===== src/rtl/seven_seg_scan_driver.sv =====
// Six-digit multiplexed 7-segment driver for the watch display: snapshots time fields once per
// frame, converts them to BCD with one shared double-dabble engine, and scans the digits.
`timescale 1ns/1ps

module seven_seg_scan_driver #(
    parameter int unsigned SCAN_DIV     = 25,
    parameter int unsigned BLINK_FRAMES = 16
) (
    input  logic       Clock_5K,
    input  logic       Reset,
    input  logic       Control,
    input  logic       AM_PM,
    input  logic [3:0] Hours,
    input  logic [5:0] Mins,
    input  logic [5:0] Secs,
    input  logic [9:0] MSecs,
    input  logic       Alarm,
    output logic [6:0] Seg,
    output logic       DP,
    output logic [5:0] Digit_En,
    output logic       Frame_Start
);

    localparam int unsigned SCAN_W  = $clog2(SCAN_DIV);
    localparam int unsigned BLINK_W = $clog2(BLINK_FRAMES + 1);

    typedef enum logic [1:0] {
        CV_IDLE,
        CV_LOAD,
        CV_SHIFT,
        CV_DONE
    } cv_state_t;

    // Scan position
    logic [SCAN_W-1:0] scan_cnt;
    logic [2:0]        idx;
    logic              frame_tick;

    // Frame snapshot of the inputs
    logic       sh_clk;
    logic       sh_pm;
    logic [3:0] sh_hours;
    logic [5:0] sh_mins;
    logic [5:0] sh_secs;
    logic [9:0] sh_msecs;

    // Converter
    cv_state_t       cv_state;
    logic [1:0]      field;
    logic [3:0]      bit_cnt;
    logic [21:0]     dd;
    logic [21:0]     dd_adj;
    logic [21:0]     dd_shift;
    logic [9:0]      field_val;
    logic [3:0]      dig_hi;
    logic [3:0]      dig_lo;
    logic [5:0][3:0] res;

    // Displayed state
    logic [5:0][3:0] shown;
    logic            shown_clk;
    logic            shown_pm;
    logic [3:0]      cur_digit;
    logic            cur_blank;

    // Alarm blink
    logic               blink_en;
    logic               phase_off;
    logic [BLINK_W-1:0] blink_cnt;

    function automatic logic [6:0] seg_code(input logic [3:0] d);
        logic [6:0] s;
        case (d)
            4'd0:    s = 7'h40;
            4'd1:    s = 7'h79;
            4'd2:    s = 7'h24;
            4'd3:    s = 7'h30;
            4'd4:    s = 7'h19;
            4'd5:    s = 7'h12;
            4'd6:    s = 7'h02;
            4'd7:    s = 7'h78;
            4'd8:    s = 7'h00;
            4'd9:    s = 7'h10;
            default: s = 7'h7F;
        endcase
        return s;
    endfunction

    assign frame_tick = (scan_cnt == '0) && (idx == 3'd0);
    assign blink_en   = Alarm && Control;

    //--------------------------------------------------------------------------
    // Scan counters and frame snapshot
    //--------------------------------------------------------------------------
    always_ff @(posedge Clock_5K) begin
        if (Reset) begin
            scan_cnt <= '0;
            idx      <= 3'd0;
            sh_clk   <= 1'b0;
            sh_pm    <= 1'b0;
            sh_hours <= '0;
            sh_mins  <= '0;
            sh_secs  <= '0;
            sh_msecs <= '0;
        end else begin
            if (scan_cnt == SCAN_W'(SCAN_DIV - 1)) begin
                scan_cnt <= '0;
                idx      <= (idx == 3'd5) ? 3'd0 : idx + 3'd1;
            end else begin
                scan_cnt <= scan_cnt + SCAN_W'(1);
            end
            if (frame_tick) begin
                sh_clk   <= Control;
                sh_pm    <= AM_PM;
                sh_hours <= Hours;
                sh_mins  <= Mins;
                sh_secs  <= Secs;
                sh_msecs <= MSecs;
            end
        end
    end

    //--------------------------------------------------------------------------
    // Double-dabble datapath: {hundreds, tens, units, binary}
    //--------------------------------------------------------------------------
    always_comb begin
        field_val = '0;
        if (sh_clk) begin
            case (field)
                2'd0:    field_val = {6'd0, sh_hours};
                2'd1:    field_val = {4'd0, sh_mins};
                default: field_val = {4'd0, sh_secs};
            endcase
        end else begin
            case (field)
                2'd0:    field_val = {4'd0, sh_mins};
                2'd1:    field_val = {4'd0, sh_secs};
                default: field_val = sh_msecs;
            endcase
        end
    end

    always_comb begin
        dd_adj = dd;
        for (int unsigned n = 0; n < 3; n++) begin
            if (dd_adj[10 + 4*n +: 4] >= 4'd5) begin
                dd_adj[10 + 4*n +: 4] = dd_adj[10 + 4*n +: 4] + 4'd3;
            end
        end
        dd_shift = dd_adj << 1;
    end

    // Hundredths come from MSecs/10, so that field keeps hundreds and tens
    always_comb begin
        if (!sh_clk && field == 2'd2) begin
            dig_hi = dd_shift[21:18];
            dig_lo = dd_shift[17:14];
        end else begin
            dig_hi = dd_shift[17:14];
            dig_lo = dd_shift[13:10];
        end
    end

    //--------------------------------------------------------------------------
    // Converter FSM: results go to res and reach shown only at DONE
    //--------------------------------------------------------------------------
    always_ff @(posedge Clock_5K) begin
        if (Reset) begin
            cv_state  <= CV_IDLE;
            field     <= 2'd0;
            bit_cnt   <= 4'd0;
            dd        <= '0;
            res       <= '0;
            shown     <= '0;
            shown_clk <= 1'b0;
            shown_pm  <= 1'b0;
        end else begin
            case (cv_state)
                CV_IDLE: begin
                    if (frame_tick) begin
                        field    <= 2'd0;
                        cv_state <= CV_LOAD;
                    end
                end
                CV_LOAD: begin
                    dd       <= {12'd0, field_val};
                    bit_cnt  <= 4'd0;
                    cv_state <= CV_SHIFT;
                end
                CV_SHIFT: begin
                    dd      <= dd_shift;
                    bit_cnt <= bit_cnt + 4'd1;
                    if (bit_cnt == 4'd9) begin
                        res[{field, 1'b0}] <= dig_hi;
                        res[{field, 1'b1}] <= dig_lo;
                        if (field == 2'd2) begin
                            cv_state <= CV_DONE;
                        end else begin
                            field    <= field + 2'd1;
                            cv_state <= CV_LOAD;
                        end
                    end
                end
                CV_DONE: begin
                    shown     <= res;
                    shown_clk <= sh_clk;
                    shown_pm  <= sh_pm;
                    cv_state  <= CV_IDLE;
                end
                default: cv_state <= CV_IDLE;
            endcase
        end
    end

    //--------------------------------------------------------------------------
    // Alarm blink phase
    //--------------------------------------------------------------------------
    always_ff @(posedge Clock_5K) begin
        if (Reset || !blink_en) begin
            phase_off <= 1'b0;
            blink_cnt <= '0;
        end else if (frame_tick) begin
            if (blink_cnt == BLINK_W'(BLINK_FRAMES - 1)) begin
                blink_cnt <= '0;
                phase_off <= ~phase_off;
            end else begin
                blink_cnt <= blink_cnt + BLINK_W'(1);
            end
        end
    end

    //--------------------------------------------------------------------------
    // Registered display outputs
    //--------------------------------------------------------------------------
    assign cur_digit = shown[idx];
    assign cur_blank = shown_clk && (idx == 3'd0) && (cur_digit == 4'd0);

    // Live blink_en lets Alarm=0 restore scanning on the very next cycle
    always_ff @(posedge Clock_5K) begin
        if (Reset) begin
            Seg         <= 7'h7F;
            DP          <= 1'b1;
            Digit_En    <= 6'h3F;
            Frame_Start <= 1'b0;
        end else begin
            Seg         <= cur_blank ? 7'h7F : seg_code(cur_digit);
            DP          <= ~((idx == 3'd1) || (idx == 3'd3) ||
                             ((idx == 3'd5) && shown_clk && shown_pm));
            Digit_En    <= ((scan_cnt == '0) || (blink_en && phase_off)) ?
                           6'h3F : ~(6'b100000 >> idx);
            Frame_Start <= frame_tick;
        end
    end

endmodule


===== config.mk =====
export PLATFORM = sky130hd
export DESIGN_NAME = seven_seg_scan_driver
export DESIGN_NICKNAME = d
export VERILOG_FILES = /design/src/rtl/seven_seg_scan_driver.sv
export SDC_FILE = /design/constraint.sdc
export NUM_CORES = 1
export LEC_CHECK = 0
export CORE_MARGIN = 3
export CORE_UTILIZATION = 50
export DETAILED_ROUTE_END_ITERATION = 16
export PLACE_DENSITY = 0.7
export SLEW_MARGIN = 20
export SYNTH_ARGS = -nofsm -noshare
export SYNTH_HDL_FRONTEND = slang
export SYNTH_SLANG_ARGS = --single-unit

===== constraint.sdc =====
create_clock -name Clock_5K -period 3.9 [get_ports Clock_5K]
set_clock_uncertainty 0.1 [all_clocks]
set_input_delay 0.585 -clock Clock_5K [delete_from_list [all_inputs] [get_ports Clock_5K]]
set_output_delay 0.585 -clock Clock_5K [all_outputs]
set_load 0.05 [all_outputs]

# [Word-level counts from Yosys, hierarchy flattened]
# Memories as Yosys holds them, arrays and structs flattened. A register that Yosys moved wholly into a read port is not among the register bits.
# Cells that the tools add are included.
[word_totals] word_cells=124 mem_bits_ro=112 n_memories=1 latchBits=0 regBits=130 ramBits=0 inputBits=31
[classes] magnitude_cmp=8 add_sub_neg=8 reduce_logical=30 eq_ne=14 n_shift=1 n_mux=28 bitwise_logic=3 n_div=0 multipliers=0
[memory_table] name="(name not given)" words=16 width=7 read_ports=1 rd_ports_with_merged_regs=1 write_ports=0 line="73" text="case (d)"
[op_table] op="bitwise mux 24 bit" count=2
[op_table] op="case mux 22 bit (2 select lines)" count=1
[op_table] op="two-way mux 4 bit" count=7
[op_table] op="case mux 10 bit (2 select lines)" count=1
[op_table] op="demux 4 bit (select 2 bit)" count=2
[op_table] op="binary-select mux 4 bit (select 3 bit)" count=1
[op_table] op="greater-or-equal comparator 4 x 3 -> 1 bit, second input constant" count=3
[op_table] op="less-than comparator 3 x 4 -> 1 bit, second input constant" count=3
[op_table] op="two-way mux 2 bit" count=6
[op_table] op="case mux 6 bit (2 select lines)" count=1
[op_table] op="adder 5 x 1 -> 5 bit, second input constant" count=2
[op_table] op="logical AND 1 bit" count=10
[op_table] op="two-way mux 10 bit" count=1
[op_table] op="adder 4 x 2 -> 4 bit, second input constant" count=2
[op_table] op="case mux 2 bit (4 select lines)" count=1
[op_table] op="case mux 4 bit (2 select lines)" count=1
[op_table] op="== test 2 bit, second input constant" count=3
[op_table] op="greater-or-equal comparator 3 x 1 -> 1 bit, second input constant" count=2
[op_table] op="two-way mux 3 bit" count=2
[op_table] op="!= test 2 bit, second input constant" count=3
[op_table] op="NOT 6 bit" count=1
[op_table] op="AND reduction 2 bit" count=3
[op_table] op="OR reduction 2 bit" count=3
[op_table] op=">> shifter 6 x 3 -> 6 bit, first input constant" count=1
[op_table] op="22 further kinds" count=30

# [Depth between registers and ports, before layout]
[depth] depth_word=6 mapped_depth=10

# [Least setup slack after synthesis]
# No wires, ideal clock.
[synth_timing] kind="register to register" start="register idx[1]" end="register Seg[4]" required_time_ns=3.666 setup_ns=0.134 path_stages_with_launch=11 t_arrival_ns=2.169 path_buffers=2 setup_slack_ns=1.497 cell_sequence="dfxtp_1 > buf_2 > buf_2 > mux2i_1 > a22oi_1 > nand2_1 > ha_1 > a311o_1 > a31o_2 > nor4b_1 > a31oi_1"
[synth_between] elab_chain_len=5
[synth_rtl] item="start, declared" line="36" text="logic [2:0] idx;"
[synth_rtl] item="start signal, assigned" line="108" text="idx <= (idx == 3'd5) ? 3'd0 : idx + 3'd1;"
[synth_rtl] item="binary-select mux 4 bit (select 3 bit)" line="235" text="assign cur_digit = shown[idx];"
[synth_rtl] item="two-way mux 4 bit (not written as such)" line="235"
[synth_rtl] item="logical NOT 4 bit" line="236" text="assign cur_blank = shown_clk && (idx == 3'd0) && (cur_digit == 4'd0);"
[synth_rtl] item="logical AND 1 bit" line="236"
[synth_rtl] item="OR reduction 2 bit (no source line)"
[synth_rtl] item="end, declared" line="18" text="output logic [6:0] Seg,"
# Parallel ways exist; a longest one is shown, timed or not. The select of a mux whose other input is x is not followed.
# A chain may end at the register's enable or synchronous reset.

# [Worst setup path after layout]
# Ends and elaborated chain as after synthesis.

==> impl_table.tex <==
\begin{tabular}{lr}
\hline
Metric & Value \\
\hline
\multicolumn{2}{l}{\textbf{Logic synthesis}} \\
Flip-flop cell with the highest count after synthesis & dfxtp\_1 \\
Number of flops mapped to enable cells by yosys & 0 \\
Post-synth design cell area & approximately 6100 um2 \\
Synth top area share & 44.7\% \\
Number of warning messages in the yosys log & 0 \\
Unique masters post-synth & 55 \\
Avg Synthesized Cell Area & about 8.7 um2 \\
Number of nets produced by synthesis & about 760 \\
Cell accounting for the most synthesized area & dfxtp\_1 \\
Synth Register Bits & between 100 and 150 \\
Leading post-synthesis cells by cell area & dfxtp\_1 45\%, mux2i\_1 8.8\%, nor2\_1 5.7\%, a21oi\_1 5.3\%, ha\_1 5.1\% \\
Cells after Synth & between 700 and 800 \\
Share of synthesized registers carrying an async set or reset & 0\% \\
Seq/Total Area, Yosys & between 40\% and 50\% \\
\multicolumn{2}{l}{\textbf{Setup path}} \\
Maximum fanout encountered on the critical timing path & 16 \\
Worst setup EP type & flip-flop \\
Critical Path Start Type & flip-flop \\
CP arrival & just under 3 ns \\
Data required time of the critical path & just over 4 ns \\
Worst Path Class, Setup & flip-flop to flip-flop \\
\multicolumn{2}{l}{\textbf{GRT}} \\
Largest net degree at the start of global routing & 82 \\
Tot GR Track Use & a little over a fifth \\
Antenna violations before repair & 0 \\
Total congestion overflow & 0 \\
Via count of the first global-routing pass & 4892 \\
Wire length of the first global-routing pass & 22800 um \\
\multicolumn{2}{l}{\textbf{Drt}} \\
First DRT Iteration DRCs & just under 300 \\
Number of vias after detailed routing & around 5000 \\
Remaining routing DRC violations & 0 \\
Final ANT Viol Nets & 0 \\
Routed WL & approximately 13000 um \\
Max Used Layer & met4 \\
Total length of routed met2 wires & about 6500 um \\
Wl on met1 & between 6000 and 7000 um \\
Wire length on met3 & 451 um \\
Number of optimization iterations in the first detailed-route pass & 4 \\
Wire length per cell after detailed routing & about 15 um \\
Average vias per placed instance & roughly 5.6 \\
\multicolumn{2}{l}{\textbf{Clocking}} \\
Clock latency at the later pin of the worst-skew pair & between 0.4 and 0.5 ns \\
CTS tree & yes \\
Clock root cell & clkbuf\_16 \\
Clock transition at path regs & roughly 0.060 ns \\
Number of buffers between clock root and the deepest sink & 2 \\
Clock sink total & approximately 140 \\
Number of buffers inserted during clock tree synthesis & 17 \\
Post-CTS Resized & 0 \\
Number of H-tree branching levels & 4 \\
CTS hold repair buffers & 0 \\
Post-CTS repair timing setup buffer count & 0 \\
\multicolumn{2}{l}{\textbf{Pwr}} \\
Leakage Power & $\sim$0.0027 uW \\
Sequential share of power & between 40\% and 50\% \\
Switching power & approximately 990 uW \\
Switching share of power & 27.3\% \\
Total internal power & around 2600 uW \\
Power density over the cells & between 500 and 600 nW/um2 \\
Worst vdd rail ir drop & between 0.0002 and 0.0003 V \\
Combinational share of power & between 10\% and 20\% \\
Clock power frac & a little over two fifths \\
\multicolumn{2}{l}{\textbf{Die}} \\
Die extent in x & between 100 and 150 um \\
Initial Util & a little over half \\
Top-level I/O count & 46 \\
Die area & approximately 14000 um2 \\
Y dimension of the die & 117 um \\
Total number of placement rows & 39 \\
Core region area & approximately 12000 um2 \\
\multicolumn{2}{l}{\textbf{Job}} \\
Number of maximum-capacitance violations & 0 \\
\multicolumn{2}{l}{\textbf{Timing}} \\
Setup repair after global routing missed its margin & no \\
Final worst slack & 1.13 ns \\
Fraction of the cycle the final worst path needs & 71.1\% \\
Post-route worst hold slack & approximately 0.36 ns \\
Setup TNS Final & 0 ns \\
Number of endpoints failing setup at the final stage & 0 \\
Peak clock frequency supported by timing & $\sim$360 MHz \\
Max-slew violation total from the final report & 0 \\
Hold violation total from the final report & 0 \\
Worst slew margin relative to its limit & between 40\% and 50\% \\
Transition time at the pin with the least slew margin & 0.822 ns \\
Post-route minimum period & between 2 and 3 ns \\
\multicolumn{2}{l}{\textbf{Final layout}} \\
NumNets Final & roughly 780 \\
Area growth from synthesis to layout & 16.7\% \\
Commonest cells after routing, fill and taps aside & 137 x dfxtp\_1, 93 x nor2\_1, 80 x nand2\_1 \\
Layout Utilization & between 60\% and 70\% \\
Most frequent standard cell in the layout excluding fill and tap cells & dfxtp\_1 \\
Share of layout cells above drive strength 1 & under 10\% \\
Number of antenna repair diodes & 0 \\
\multicolumn{2}{l}{\textbf{Placed design}} \\
Hpwl dp & $\sim$9000 um \\
Worst setup timing slack at the placement stage & around 1.2 ns \\
GPL Wtd Cong & roughly 0.85 \\
Number of port buffers & 45 \\
\multicolumn{2}{l}{\textbf{Min path}} \\
Classification of the worst-slack hold path & flip-flop to flip-flop \\
\multicolumn{2}{l}{\textbf{Status}} \\
Outcome & completed \\
\hline
\end{tabular}
[flip-flops by register name, indices dropped and copies added, names as in the netlist, 2 cells and up]
| name | flops |
|---|---|
| res | 24 |
| cv_state | 2 |
| blink_cnt | 5 |
| Seg | 7 |
| scan_cnt | 5 |
| sh_msecs | 10 |
| shown | 24 |
| sh_mins | 6 |
| sh_secs | 6 |
| field | 2 |
| dd | 22 |
| Digit_En | 6 |
| bit_cnt | 4 |
| sh_hours | 4 |
| idx | 3 |
[cell type report]
cell class	instances	area (um2)
inverters	26	97.6
clock buffers	22	464
repair buffers	48	470
clock inverters	10	100
multi-input cells	495	3100
fillers	1030	4550
flip-flops and latches	137	2740
well taps	143	179
[cells in the mapped netlist (all sizes together) (2+ instances only)]
| cell type | count |
|---|---|
| a221oi | 8 |
| a32oi | 2 |
| nand2b | 14 |
| nor4b | 2 |
| nor3b | 7 |
| o21ai | 17 |
| nor3 | 4 |
| clkbuf | 33 |
| a311oi | 2 |
| nand2 | 80 |
| dfxtp | 137 |
| a22o | 2 |
| and3 | 11 |
| nor2b | 2 |
| and2 | 2 |
| inv | 26 |
| o221ai | 4 |
| buf | 14 |
| o31ai | 5 |
| or2 | 3 |
| ha | 25 |
| or3 | 9 |
| xnor2 | 5 |
| a31oi | 8 |
| mux2i | 54 |
| xor2 | 4 |
| nor2 | 93 |
| a31o | 2 |
| nand3 | 14 |
| a22oi | 15 |
| a21oi | 65 |
| a211oi | 18 |
[routing by layer]
layer | up-vias | track usage (%)
li1 | 2497 | -
met1 | 2352 | 26.2
met2 | 82 | 35.0
met3 | 13 | 5.28
met4 | 0 | 6.88
met5 | - | 0
[power groups by stage]
| stage | Combinational, uW | Clock, uW | Sequential, uW |
|---|---|---|---|
| floorplan | 421 | 0 | 1560 |
| global placement | 541 | 0 | 1550 |
| detailed placement | 563 | 0 | 1550 |
| CTS | 565 | 1560 | 1520 |
| global route | 639 | 1630 | 1530 |
| finish | 565 | 1540 | 1520 |
[per-stage QoR]
stage               total power, uW  cells  cell area, um2
detailed placement             2110    849            6590
CTS                            3650    881            7160
floorplan                      1980    705            6130
global route                   3800    881            7160
global placement               2090    849            6590
finish                         3630    881            7160
[cell families after synthesis]
kind of cell / synth area share, %
AO/OA/AOI/OAI: 16.8
XOR/XNOR: 1.28
adder cells (fa/ha/maj): 5.10
buffers and inverters: 4.71
flip-flops: 44.7
multiplexers: 8.99
AND/OR/NAND/NOR: 18.4
[worst max-delay path, cell delays in order, from the launching register on]
cell,delay [ns]
dfxtp_1,0.73
mux2i_1,0.16
a22oi_1,0.26
nand2_1,0.16
ha_1,0.25
a311o_1,0.37
a31o_2,0.28
nor4b_1,0.25
a31oi_1,0.07
[worst paths after layout]
path               start     endpoint  slack [ns]  cells past startpoint
max               idx[1]       Seg[4]        1.13                      8
min          sh_hours[2]  sh_hours[2]        0.36                      2
max reg2reg       idx[1]       Seg[4]        1.13                      8
min reg2reg  sh_hours[2]  sh_hours[2]        0.36                      2
(Power assumes the default switching activity.)
